## config.mk

```make
export PLATFORM = sky130hd
export DESIGN_NAME = wb_stage_flat
export DESIGN_NICKNAME = d
export VERILOG_FILES = /design/src/rtl/wb_stage_if.sv /design/src/rtl/wb_stage.sv /design/src/flat_wrapper.sv
export SDC_FILE = /design/constraint.sdc
export NUM_CORES = 1
export LEC_CHECK = 0
export CAP_MARGIN = 20
export CORE_ASPECT_RATIO = 0.7
export CORE_MARGIN = 2
export CORE_UTILIZATION = 43
export DETAILED_ROUTE_END_ITERATION = 12
export PLACE_DENSITY = 0.81
export SLEW_MARGIN = 20
export SYNTH_ARGS = -nofsm -noshare
export SYNTH_HDL_FRONTEND = slang
export SYNTH_SLANG_ARGS = --single-unit
```

## constraint.sdc

```tcl
create_clock -name clk -period 2.35 [get_ports clk]
set_input_delay 0.235 -clock clk [delete_from_list [all_inputs] [get_ports clk]]
set_output_delay 0.235 -clock clk [all_outputs]
set_load 0.05 [all_outputs]
```

## src/rtl/wb_stage_if.sv

```systemverilog
// MEM -> WB handshake bundle: valid/allowin plus the instruction fields carried with valid.
// A transfer happens on any rising edge where ms_to_ws_valid && ws_allowin; fields are only meaningful while valid is high.
interface wb_stage_if;
    logic        ms_to_ws_valid;
    logic        ws_allowin;
    logic [31:0] ms_pc;
    logic        ms_gr_we;
    logic [4:0]  ms_dest;
    logic [31:0] ms_alu_result;
    logic [2:0]  ms_ld_op;
    logic [1:0]  ms_addr_lo;
    logic [31:0] ms_mem_rdata;

    modport master (
        output ms_to_ws_valid, ms_pc, ms_gr_we, ms_dest, ms_alu_result,
               ms_ld_op, ms_addr_lo, ms_mem_rdata,
        input  ws_allowin
    );

    modport slave (
        input  ms_to_ws_valid, ms_pc, ms_gr_we, ms_dest, ms_alu_result,
               ms_ld_op, ms_addr_lo, ms_mem_rdata,
        output ws_allowin
    );
endinterface

```

## src/rtl/wb_stage.sv

```systemverilog
// Write-back stage: holds one instruction, extracts load data, drives the register-file
// write port, the decode bypass, the commit trace and a retired-instruction counter.
module wb_stage (
    input  logic        clk,
    input  logic        rst_n,
    wb_stage_if.slave   ms,
    input  logic        flush,
    output logic        rf_we,
    output logic [4:0]  rf_waddr,
    output logic [31:0] rf_wdata,
    output logic        ws_fwd_valid,
    output logic [4:0]  ws_fwd_dest,
    output logic [31:0] ws_fwd_data,
    output logic [31:0] debug_wb_pc,
    output logic [3:0]  debug_wb_rf_we,
    output logic [4:0]  debug_wb_rf_wnum,
    output logic [31:0] debug_wb_rf_wdata,
    output logic [31:0] retire_cnt
);

    localparam logic [2:0] LD_B  = 3'b001;
    localparam logic [2:0] LD_H  = 3'b010;
    localparam logic [2:0] LD_W  = 3'b011;
    localparam logic [2:0] LD_BU = 3'b101;
    localparam logic [2:0] LD_HU = 3'b110;

    logic        ws_valid;
    logic        ws_ready_go;
    logic [31:0] ws_pc;
    logic        ws_gr_we;
    logic [4:0]  ws_dest;
    logic [31:0] ws_alu_result;
    logic [2:0]  ws_ld_op;
    logic [1:0]  ws_addr_lo;
    logic [31:0] ws_mem_rdata;
    logic [31:0] retire_cnt_q;

    logic [7:0]  ld_byte;
    logic [15:0] ld_half;
    logic [31:0] final_result;
    logic        ws_writes_gr;

    // WB always finishes in one cycle, so it never back-pressures MEM.
    assign ws_ready_go  = 1'b1;
    assign ms.ws_allowin = !ws_valid || ws_ready_go;

    always_ff @(posedge clk) begin
        if (!rst_n) begin
            ws_valid      <= 1'b0;
            ws_pc         <= 32'd0;
            ws_gr_we      <= 1'b0;
            ws_dest       <= 5'd0;
            ws_alu_result <= 32'd0;
            ws_ld_op      <= 3'd0;
            ws_addr_lo    <= 2'd0;
            ws_mem_rdata  <= 32'd0;
            retire_cnt_q  <= 32'd0;
        end else begin
            // A flush cancels the resident instruction and wins over a new arrival.
            if (flush) begin
                ws_valid <= 1'b0;
            end else if (ms.ws_allowin) begin
                ws_valid <= ms.ms_to_ws_valid;
            end

            if (ms.ms_to_ws_valid && ms.ws_allowin) begin
                ws_pc         <= ms.ms_pc;
                ws_gr_we      <= ms.ms_gr_we;
                ws_dest       <= ms.ms_dest;
                ws_alu_result <= ms.ms_alu_result;
                ws_ld_op      <= ms.ms_ld_op;
                ws_addr_lo    <= ms.ms_addr_lo;
                ws_mem_rdata  <= ms.ms_mem_rdata;
            end

            if (ws_valid && !flush) begin
                retire_cnt_q <= retire_cnt_q + 32'd1;
            end
        end
    end

    always_comb begin
        ld_byte = ws_mem_rdata[7:0];
        case (ws_addr_lo)
            2'd0:    ld_byte = ws_mem_rdata[7:0];
            2'd1:    ld_byte = ws_mem_rdata[15:8];
            2'd2:    ld_byte = ws_mem_rdata[23:16];
            default: ld_byte = ws_mem_rdata[31:24];
        endcase

        // Halfword select ignores addr_lo[0]; misalignment is handled upstream.
        ld_half = ws_addr_lo[1] ? ws_mem_rdata[31:16] : ws_mem_rdata[15:0];

        final_result = ws_alu_result;
        case (ws_ld_op)
            LD_B:    final_result = {{24{ld_byte[7]}}, ld_byte};
            LD_H:    final_result = {{16{ld_half[15]}}, ld_half};
            LD_W:    final_result = ws_mem_rdata;
            LD_BU:   final_result = {24'd0, ld_byte};
            LD_HU:   final_result = {16'd0, ld_half};
            default: final_result = ws_alu_result;
        endcase
    end

    assign ws_writes_gr = ws_valid && ws_gr_we && (ws_dest != 5'd0);

    assign rf_we    = ws_writes_gr && !flush;
    assign rf_waddr = ws_dest;
    assign rf_wdata = final_result;

    // Bypass is not gated by flush; decode is cancelled by the same flush.
    assign ws_fwd_valid = ws_writes_gr;
    assign ws_fwd_dest  = ws_dest;
    assign ws_fwd_data  = final_result;

    assign debug_wb_pc       = ws_pc;
    assign debug_wb_rf_we    = {4{rf_we}};
    assign debug_wb_rf_wnum  = ws_dest;
    assign debug_wb_rf_wdata = final_result;

    assign retire_cnt = retire_cnt_q;

endmodule

```

## src/flat_wrapper.sv

```systemverilog
// flat-port wrapper written by rule: the top's interface ports become plain ports
module wb_stage_flat 
  (clk, rst_n, flush, rf_we, rf_waddr, rf_wdata, ws_fwd_valid, ws_fwd_dest, ws_fwd_data, debug_wb_pc, debug_wb_rf_we, debug_wb_rf_wnum, debug_wb_rf_wdata, retire_cnt, ms_ms_to_ws_valid, ms_ms_pc, ms_ms_gr_we, ms_ms_dest, ms_ms_alu_result, ms_ms_ld_op, ms_ms_addr_lo, ms_ms_mem_rdata, ms_ws_allowin);
  wb_stage_if ms_i ();
  input  logic clk;
  input  logic rst_n;
  input  logic flush;
  output logic rf_we;
  output logic [4:0] rf_waddr;
  output logic [31:0] rf_wdata;
  output logic ws_fwd_valid;
  output logic [4:0] ws_fwd_dest;
  output logic [31:0] ws_fwd_data;
  output logic [31:0] debug_wb_pc;
  output logic [3:0] debug_wb_rf_we;
  output logic [4:0] debug_wb_rf_wnum;
  output logic [31:0] debug_wb_rf_wdata;
  output logic [31:0] retire_cnt;
  input wire logic [$bits(ms_i.ms_to_ws_valid)-1:0] ms_ms_to_ws_valid;
  input wire logic [$bits(ms_i.ms_pc)-1:0] ms_ms_pc;
  input wire logic [$bits(ms_i.ms_gr_we)-1:0] ms_ms_gr_we;
  input wire logic [$bits(ms_i.ms_dest)-1:0] ms_ms_dest;
  input wire logic [$bits(ms_i.ms_alu_result)-1:0] ms_ms_alu_result;
  input wire logic [$bits(ms_i.ms_ld_op)-1:0] ms_ms_ld_op;
  input wire logic [$bits(ms_i.ms_addr_lo)-1:0] ms_ms_addr_lo;
  input wire logic [$bits(ms_i.ms_mem_rdata)-1:0] ms_ms_mem_rdata;
  output wire logic [$bits(ms_i.ws_allowin)-1:0] ms_ws_allowin;
  assign ms_i.ms_to_ws_valid = ms_ms_to_ws_valid;
  assign ms_i.ms_pc = ms_ms_pc;
  assign ms_i.ms_gr_we = ms_ms_gr_we;
  assign ms_i.ms_dest = ms_ms_dest;
  assign ms_i.ms_alu_result = ms_ms_alu_result;
  assign ms_i.ms_ld_op = ms_ms_ld_op;
  assign ms_i.ms_addr_lo = ms_ms_addr_lo;
  assign ms_i.ms_mem_rdata = ms_ms_mem_rdata;
  assign ms_ws_allowin = ms_i.ws_allowin;
  wb_stage u_core (.clk(clk), .rst_n(rst_n), .ms(ms_i), .flush(flush), .rf_we(rf_we), .rf_waddr(rf_waddr), .rf_wdata(rf_wdata), .ws_fwd_valid(ws_fwd_valid), .ws_fwd_dest(ws_fwd_dest), .ws_fwd_data(ws_fwd_data), .debug_wb_pc(debug_wb_pc), .debug_wb_rf_we(debug_wb_rf_we), .debug_wb_rf_wnum(debug_wb_rf_wnum), .debug_wb_rf_wdata(debug_wb_rf_wdata), .retire_cnt(retire_cnt));
endmodule
```

* Yosys cells after proc, flatten, opt, wreduce, memory -nomap -nowiden
Cells that the tools add are included.
** Storage, ports and cells
- Flip-flop bits (word level) :: 140
- Word-level logic and storage cells :: 29
** Cells by class
- Add/sub/neg operators :: 1
- Eq/ne operators :: 7
- Mux-type cells :: 3
- Bitwise logic cells :: 1
- Reductions and logical operators :: 8
** Operators by type and width (number)
- case mux 32 bit (5 select lines) :: 1
- adder 32 x 1 -> 32 bit (second input constant) :: 1
- case mux 8 bit (3 select lines) :: 1
- 2-to-1 mux 16 bit :: 1
- equality test 3 x 2 -> 1 bit (second input constant) :: 2
- equality test 3 bit (second input constant) :: 2
- nonzero test 5 bit :: 1
- logical AND 1 bit :: 4
- equality test 3 x 1 -> 1 bit (second input constant) :: 1
- equality test 2 x 1 -> 1 bit (second input constant) :: 1
- equality test 2 bit (second input constant) :: 1
- logical NOT 2 bit :: 1
- OR reduction 2 bit :: 1
- logical NOT 1 bit :: 1
- inverter 1 bit :: 1

* Longest topological paths before layout
- Depth in word-level cells :: 3
- Gate-level depth with buffers :: 8
- Depth with buffers taken out :: 5

* Worst setup path before layout
Ideal clock, no wire load.
- Path type :: register to output
- Start point :: register u_core.ws_dest[4] (netlist: u_core.debug_wb_rf_wnum[4])
- End point :: output debug_wb_rf_we[0]
- Arrival :: 2.581 ns
- Required time :: 2.115 ns
- Slack :: -0.466 ns
- Stages on the path, launching flop included :: 5
- Buffers on the path :: 1
- Cells stage by stage :: dfxtp_1 > or3_1 > o311a_1 > nor2b_1 > buf_4
** Between the ends
- Word-level cells in the longest chain between the ends :: 3
** RTL lines
- start: declaration :: RTL line wb_stage.sv:31 : logic [4:0] ws_dest;
- start signal: assignment :: RTL line wb_stage.sv:69 : ws_dest <= ms.ms_dest;
- nonzero test 5 bit :: RTL line wb_stage.sv:105 : assign ws_writes_gr = ws_valid && ws_gr_we && (ws_dest != 5'd0);
- logical AND 1 bit :: RTL line wb_stage.sv:105
- net ws_fwd_valid :: RTL line flat_wrapper.sv:11 : output logic ws_fwd_valid;
- logical AND 1 bit :: RTL line wb_stage.sv:107 : assign rf_we = ws_writes_gr && !flush;
- end: declaration :: RTL line flat_wrapper.sv:15 : output logic [3:0] debug_wb_rf_we;
The timed path passes the listed nets, and every way through them passes these cells.

* Final worst setup path
- Start point :: register u_core.ws_addr_lo[0]
- End point :: output ws_fwd_data[27]
** Between the ends
- Word-level cells in the longest chain between the ends :: 3
- Elaborated cells on any way between the ends :: 5
- Those cells by class :: eq/ne (2); mux (2); reduce/logical (1)
** RTL lines
- start: declaration :: RTL line wb_stage.sv:34 : logic [1:0] ws_addr_lo;
- start signal: assignment :: RTL line wb_stage.sv:72 : ws_addr_lo <= ms.ms_addr_lo;
- equality test 2 bit, or another cell as far along :: RTL line wb_stage.sv:84 : case (ws_addr_lo)
- case mux 8 bit (3 select lines) (*) :: RTL line wb_stage.sv:84
- case mux 32 bit (5 select lines) (*) :: RTL line wb_stage.sv:95 : case (ws_ld_op)
- end: declaration :: RTL line flat_wrapper.sv:13 : output logic [31:0] ws_fwd_data;
Mark *: on every way between the ends. The rest lies on a longest branch, timed or not.

==> impl_summary.md <==
Layout
The repair_antennas step left the layout with diodes totalling 0. The cell area after layout is 0.0112 mm^2. The post-route netlist has 22.4% of its cells at a drive strength greater than 1. The area added between synthesis and finish is 58.9%. The count of nets after finishing is 1096.

Power and ir drop
The leakage power is 4.51 nW. Dividing total power by cell area gives a power density of 711 mW/mm^2. The internal portion of the total power is 5.09 mW. Combinational logic burns 35.2% of the power. In this run, flip-flops and latches consume 32.6% of the power.

VDD sags by at most 0.000504 V. The switching power is 2.84 mW. The fraction of power consumed by the clock network is 32.2%. The proportion of total power due to net switching is 35.8%. The total chip power is 7.93 mW.

Floorplanning
From bottom edge to top edge, the die measures 111 um. 293 I/O pins were placed. The die area is 0.0174 mm^2. The die outline width is 157 um. The effective utilization at floorplan is 43.5%. The floorplan has 39 rows. The core region area is 0.0162 mm^2.

GRT
The number of global-route vias before repair is 5940. Global routing finished with a remaining overflow of 0. Global routing used 23.5% of the available tracks across all layers.

The initial antenna violation count came to 1. The maximum number of pins on one net before global-route repair is 36. The first-pass GRT wire length is 32300 um.

Worst setup path
The kind of critical path is reg2out. At the worst endpoint, the required time is 2.12 ns. The startpoint of the most critical register-to-register path is u_core.retire_cnt[3]. The cell type with the highest occurrence count on the critical path is sky130_fd_sc_hd__buf_12. STA classifies the critical path startpoint as a register. The stage delay of the slowest cell on the critical path is 0.53 ns.

The worst register-to-register path has a depth of 4. The worst register-to-register path ends at u_core.retire_cnt[23]. The beginning of the critical path is u_core.ws_addr_lo[0].

STA classifies the critical path endpoint as an output pin. In this run the worst path has a maximum fanout of 5. Walking the worst path, the cells encountered are mux4_2, a2bb2oi_2, o21a_2, buf_12, buf_12, a21oi_4, buf_6.

The cell type of the slowest stage on the worst timing path is sky130_fd_sc_hd__mux4_2. The flop-to-flop setup slack is 0.28 ns. The critical path data arrival time is 2.15 ns.

Synth
Yosys printed 0 warnings. sky130_fd_sc_hd__dfxtp_1 takes more of the synthesized area than any other cell. The synthesized net count is 884.

The synthesized flop and latch total is 140. For this run, asynchronously set or reset flops after synthesis account for 0%. For this run, the leading register cell type out of synthesis is sky130_fd_sc_hd__dfxtp_1. The top cell type by area accounts for 39.9% of the synthesized area. The synthesized instance count is 772.

The mean instance size in the synthesized netlist is 9.10 um^2. The mapped netlist covers 0.00702 mm^2. Sequential cells were found to cover 39.9% of the synthesized design area. Synthesis instantiated 47 different standard cells from the library. In the post-synthesis netlist, the biggest area contributors are sky130_fd_sc_hd__dfxtp_1, sky130_fd_sc_hd__mux2i_1, sky130_fd_sc_hd__buf_4. The synthesized design contains 0 enable-type register cells.

Clock tree
The clock drives 140 sinks. The root buffer cell chosen for the clock tree is sky130_fd_sc_hd__clkbuf_16. The latest clock arrival within the worst-skew pair is 0.42 ns.

The clock tree from TritonCTS is yes. After clock tree synthesis, the clock-pin slew on the worst setup and hold paths is 0.06 ns. The number of buffers on the longest clock path is 2. Counting the buffers created by CTS gives 17.

The H-tree depth reported by CTS is 4.

STA
At the pin with the least slew margin, the transition time is 0.548 ns. The maximum clock frequency is 0.419 GHz. The final worst slack is -0.0347 ns.

Setup violations remaining at the end of the flow were counted as 33. The share of the cycle needed by the critical path after routing is 101%. The tightest hold path in the finished design has a slack of 0.303 ns. The final count of pins violating max slew is 0. The total count of hold-check failures in the final report is 0. The worst max-slew margin expressed relative to the limit is 63.3%. Between clock sinks in the finished design, the worst skew comes to 0.00885 ns. Subtracting the final worst setup slack from the clock period gives 2.38 ns. Setup repair after global routing could not meet its margin everywhere.

Min path
The worst hold path passes through 3 cells. The origin of the worst min-delay path is ms_ms_to_ws_valid. The capture endpoint of the worst hold path is u_core.debug_wb_pc[5]. In this run the worst hold path is classified as in2reg.

Status
The checks that failed: negative setup slack. The flow ran to the end, but the final reports show violations.

Route
Before antenna repair, the detailed router went through 4 iterations. The post-detailed-route count of antenna-violating nets is 0. Across all layers, the routed design uses 6319 vias.

Using the TritonRoute via totals, the vias-per-cell ratio works out to 5.17. After detailed routing, the average wire length per cell comes to 17.2 um. The routed design has 21000 um of wire. The DRC violations left is 0.

After the first detailed-routing iteration, the DRC count stood at 318.

Job
The tool flagged a number of max-cap violations equal to 0.

Place
The pre-CTS setup slack is 0.186 ns. The number of port buffers is 291. The congestion estimate from routability-driven global placement came to 0.863. The area after detailed placement is 0.0101 mm^2. The wire-length estimate of the detail-placed layout is 15500 um.
Yosys cell counts (2+ instances only):
cell	n
sky130_fd_sc_hd__o21ai_0	17
sky130_fd_sc_hd__a21oi_1	46
sky130_fd_sc_hd__clkbuf_1	29
sky130_fd_sc_hd__mux4_2	8
sky130_fd_sc_hd__buf_1	8
sky130_fd_sc_hd__or3_1	9
sky130_fd_sc_hd__buf_4	83
sky130_fd_sc_hd__buf_2	5
sky130_fd_sc_hd__or4_1	12
sky130_fd_sc_hd__xor2_1	6
sky130_fd_sc_hd__o22a_1	7
sky130_fd_sc_hd__nor2_1	143
sky130_fd_sc_hd__nand4_1	9
sky130_fd_sc_hd__a22oi_1	8
sky130_fd_sc_hd__nand2_1	35
sky130_fd_sc_hd__o2bb2ai_1	9
sky130_fd_sc_hd__and3_1	8
sky130_fd_sc_hd__dfxtp_1	140
sky130_fd_sc_hd__nand4_4	2
sky130_fd_sc_hd__mux2i_1	125
sky130_fd_sc_hd__nor2b_1	3
sky130_fd_sc_hd__xnor2_1	3
sky130_fd_sc_hd__o31ai_1	12
sky130_fd_sc_hd__and4_1	3
sky130_fd_sc_hd__nand3_1	10
sky130_fd_sc_hd__inv_1	6
sky130_fd_sc_hd__and2_1	2
sky130_fd_sc_hd__buf_6	5
worst max-delay path: cells and delay by family, from the launching register on:
family | cells | cell delay, ns
AOI/OAI and AO/OA | 3 | 0.41
DFF | 1 | 0.34
buffers and inverters | 3 | 0.43
muxes | 1 | 0.53
timing repair:
action | CTS | global route
setup buffers | 7 | 0
endpoints found under the setup margin | 96 | 93
hold buffers | 0 | 0
gates resized for setup | 65 | 29
cloned | 1 | 0
pin swaps | 2 | 3
endpoints found under the hold margin | 0 | 0
power by group through the flow:
stage / logic [mW] / clock network, mW / registers (mW)
after floorplan: 1.59 / 0 / 2.73
after global placement: 2.58 / 0 / 2.63
after detailed placement: 2.60 / 0 / 2.63
after CTS: 2.74 / 2.61 / 2.58
after global routing: 2.90 / 2.71 / 2.59
final: 2.79 / 2.55 / 2.58
sequential cells by signal, summed over array words and instances, names as in the netlist:
signal and flops:
u_core.debug_wb_rf_wnum 5, u_core.ws_mem_rdata 32, u_core.ws_ld_op 3, u_core.ws_addr_lo 2, u_core.debug_wb_pc 32, u_core.ws_gr_we 1, u_core.retire_cnt 32, u_core.ws_valid 1
u_core.ws_alu_result 32
metal layers:
metal	GRT usage, %	vias up	routed length, um
met1	30.6	3014	8870
met5	0	-	18
met3	6.37	25	1630
met2	38.9	241	10200
met4	5.38	2	232
li1	-	3037	-
worst max-delay path by stage:
stage	end	slack [ns]	depth (start not counted)
after global placement	debug_wb_rf_we[3]	0.26	4
final	ws_fwd_data[27]	-0.03	7
after detailed placement	u_core.retire_cnt[23]	0.19	5
after CTS	debug_wb_rf_wdata[22]	-0.05	7
after global routing	debug_wb_rf_wdata[27]	-0.10	7
after floorplan	rf_wdata[29]	-0.20	6
cell families (layout without fill, tap and decap cells):
family | after synthesis | in the layout | share of synthesized area [%]
AOI/OAI and AO/OA | 103 | 103 | 9.12
xor gates and xnor gates | 9 | 9 | 1.12
adders and majority gates | 1 | 1 | 0.178
buffers and inverters | 137 | 362 | 12.5
DFF | 140 | 140 | 39.9
muxes | 133 | 133 | 20.4
other | 1 | 1 | 0.0534
and+or+nand+nor | 248 | 248 | 16.7
layout make-up:
class                   instances  area, um^2
fillers                      1222        4990
repair buffers                324        3800
multi-input cells             495        3680
flip-flops and latches        140        2810
clock buffers                  18         439
well taps                     225         282
clock inverters                14         123
inverters                       6        25.0
per-stage QoR:
stage                     setup TNS, ns  utilization, %  cells
after floorplan                   -1.98               -    772
after global placement                0            62.8   1182
after detailed placement              0            62.8   1182
after CTS                        -0.197            68.2   1222
after global routing              -3.90            69.1   1222
final                            -0.689            69.1   1222
cell usage in the layout, fill, tap and decap left out, types with 2 or more instances in the layout:
master,synthesis,final
sky130_fd_sc_hd__clkdlybuf4s50_1,0,188
sky130_fd_sc_hd__nor2_1,143,142
sky130_fd_sc_hd__dfxtp_1,140,136
sky130_fd_sc_hd__mux2i_1,125,125
sky130_fd_sc_hd__buf_12,0,57
sky130_fd_sc_hd__buf_6,5,38
sky130_fd_sc_hd__nand2_1,35,35
sky130_fd_sc_hd__buf_4,83,32
sky130_fd_sc_hd__a21oi_4,0,22
sky130_fd_sc_hd__a21oi_1,46,21
sky130_fd_sc_hd__o21ai_0,17,17
sky130_fd_sc_hd__clkbuf_16,0,17
sky130_fd_sc_hd__o31ai_1,12,12
sky130_fd_sc_hd__or4_1,12,12
sky130_fd_sc_hd__nand3_1,10,10
sky130_fd_sc_hd__o2bb2ai_1,9,9
sky130_fd_sc_hd__or3_1,9,9
sky130_fd_sc_hd__nand4_1,9,9
sky130_fd_sc_hd__mux4_2,8,8
sky130_fd_sc_hd__and3_1,8,8
sky130_fd_sc_hd__a22oi_1,8,8
sky130_fd_sc_hd__o22a_4,0,7
sky130_fd_sc_hd__inv_6,0,7
sky130_fd_sc_hd__xor2_1,6,6
sky130_fd_sc_hd__dlygate4sd2_1,0,6
sky130_fd_sc_hd__inv_1,6,4
sky130_fd_sc_hd__dfxtp_2,0,4
sky130_fd_sc_hd__a21oi_2,0,3
sky130_fd_sc_hd__and4_1,3,3
sky130_fd_sc_hd__xnor2_1,3,3
sky130_fd_sc_hd__clkinvlp_4,0,3
sky130_fd_sc_hd__inv_8,0,3
sky130_fd_sc_hd__and2_1,2,2
sky130_fd_sc_hd__o21a_2,1,2
sky130_fd_sc_hd__nand4_4,2,2
sky130_fd_sc_hd__buf_8,0,2
Power figures use the tool's default switching activity.
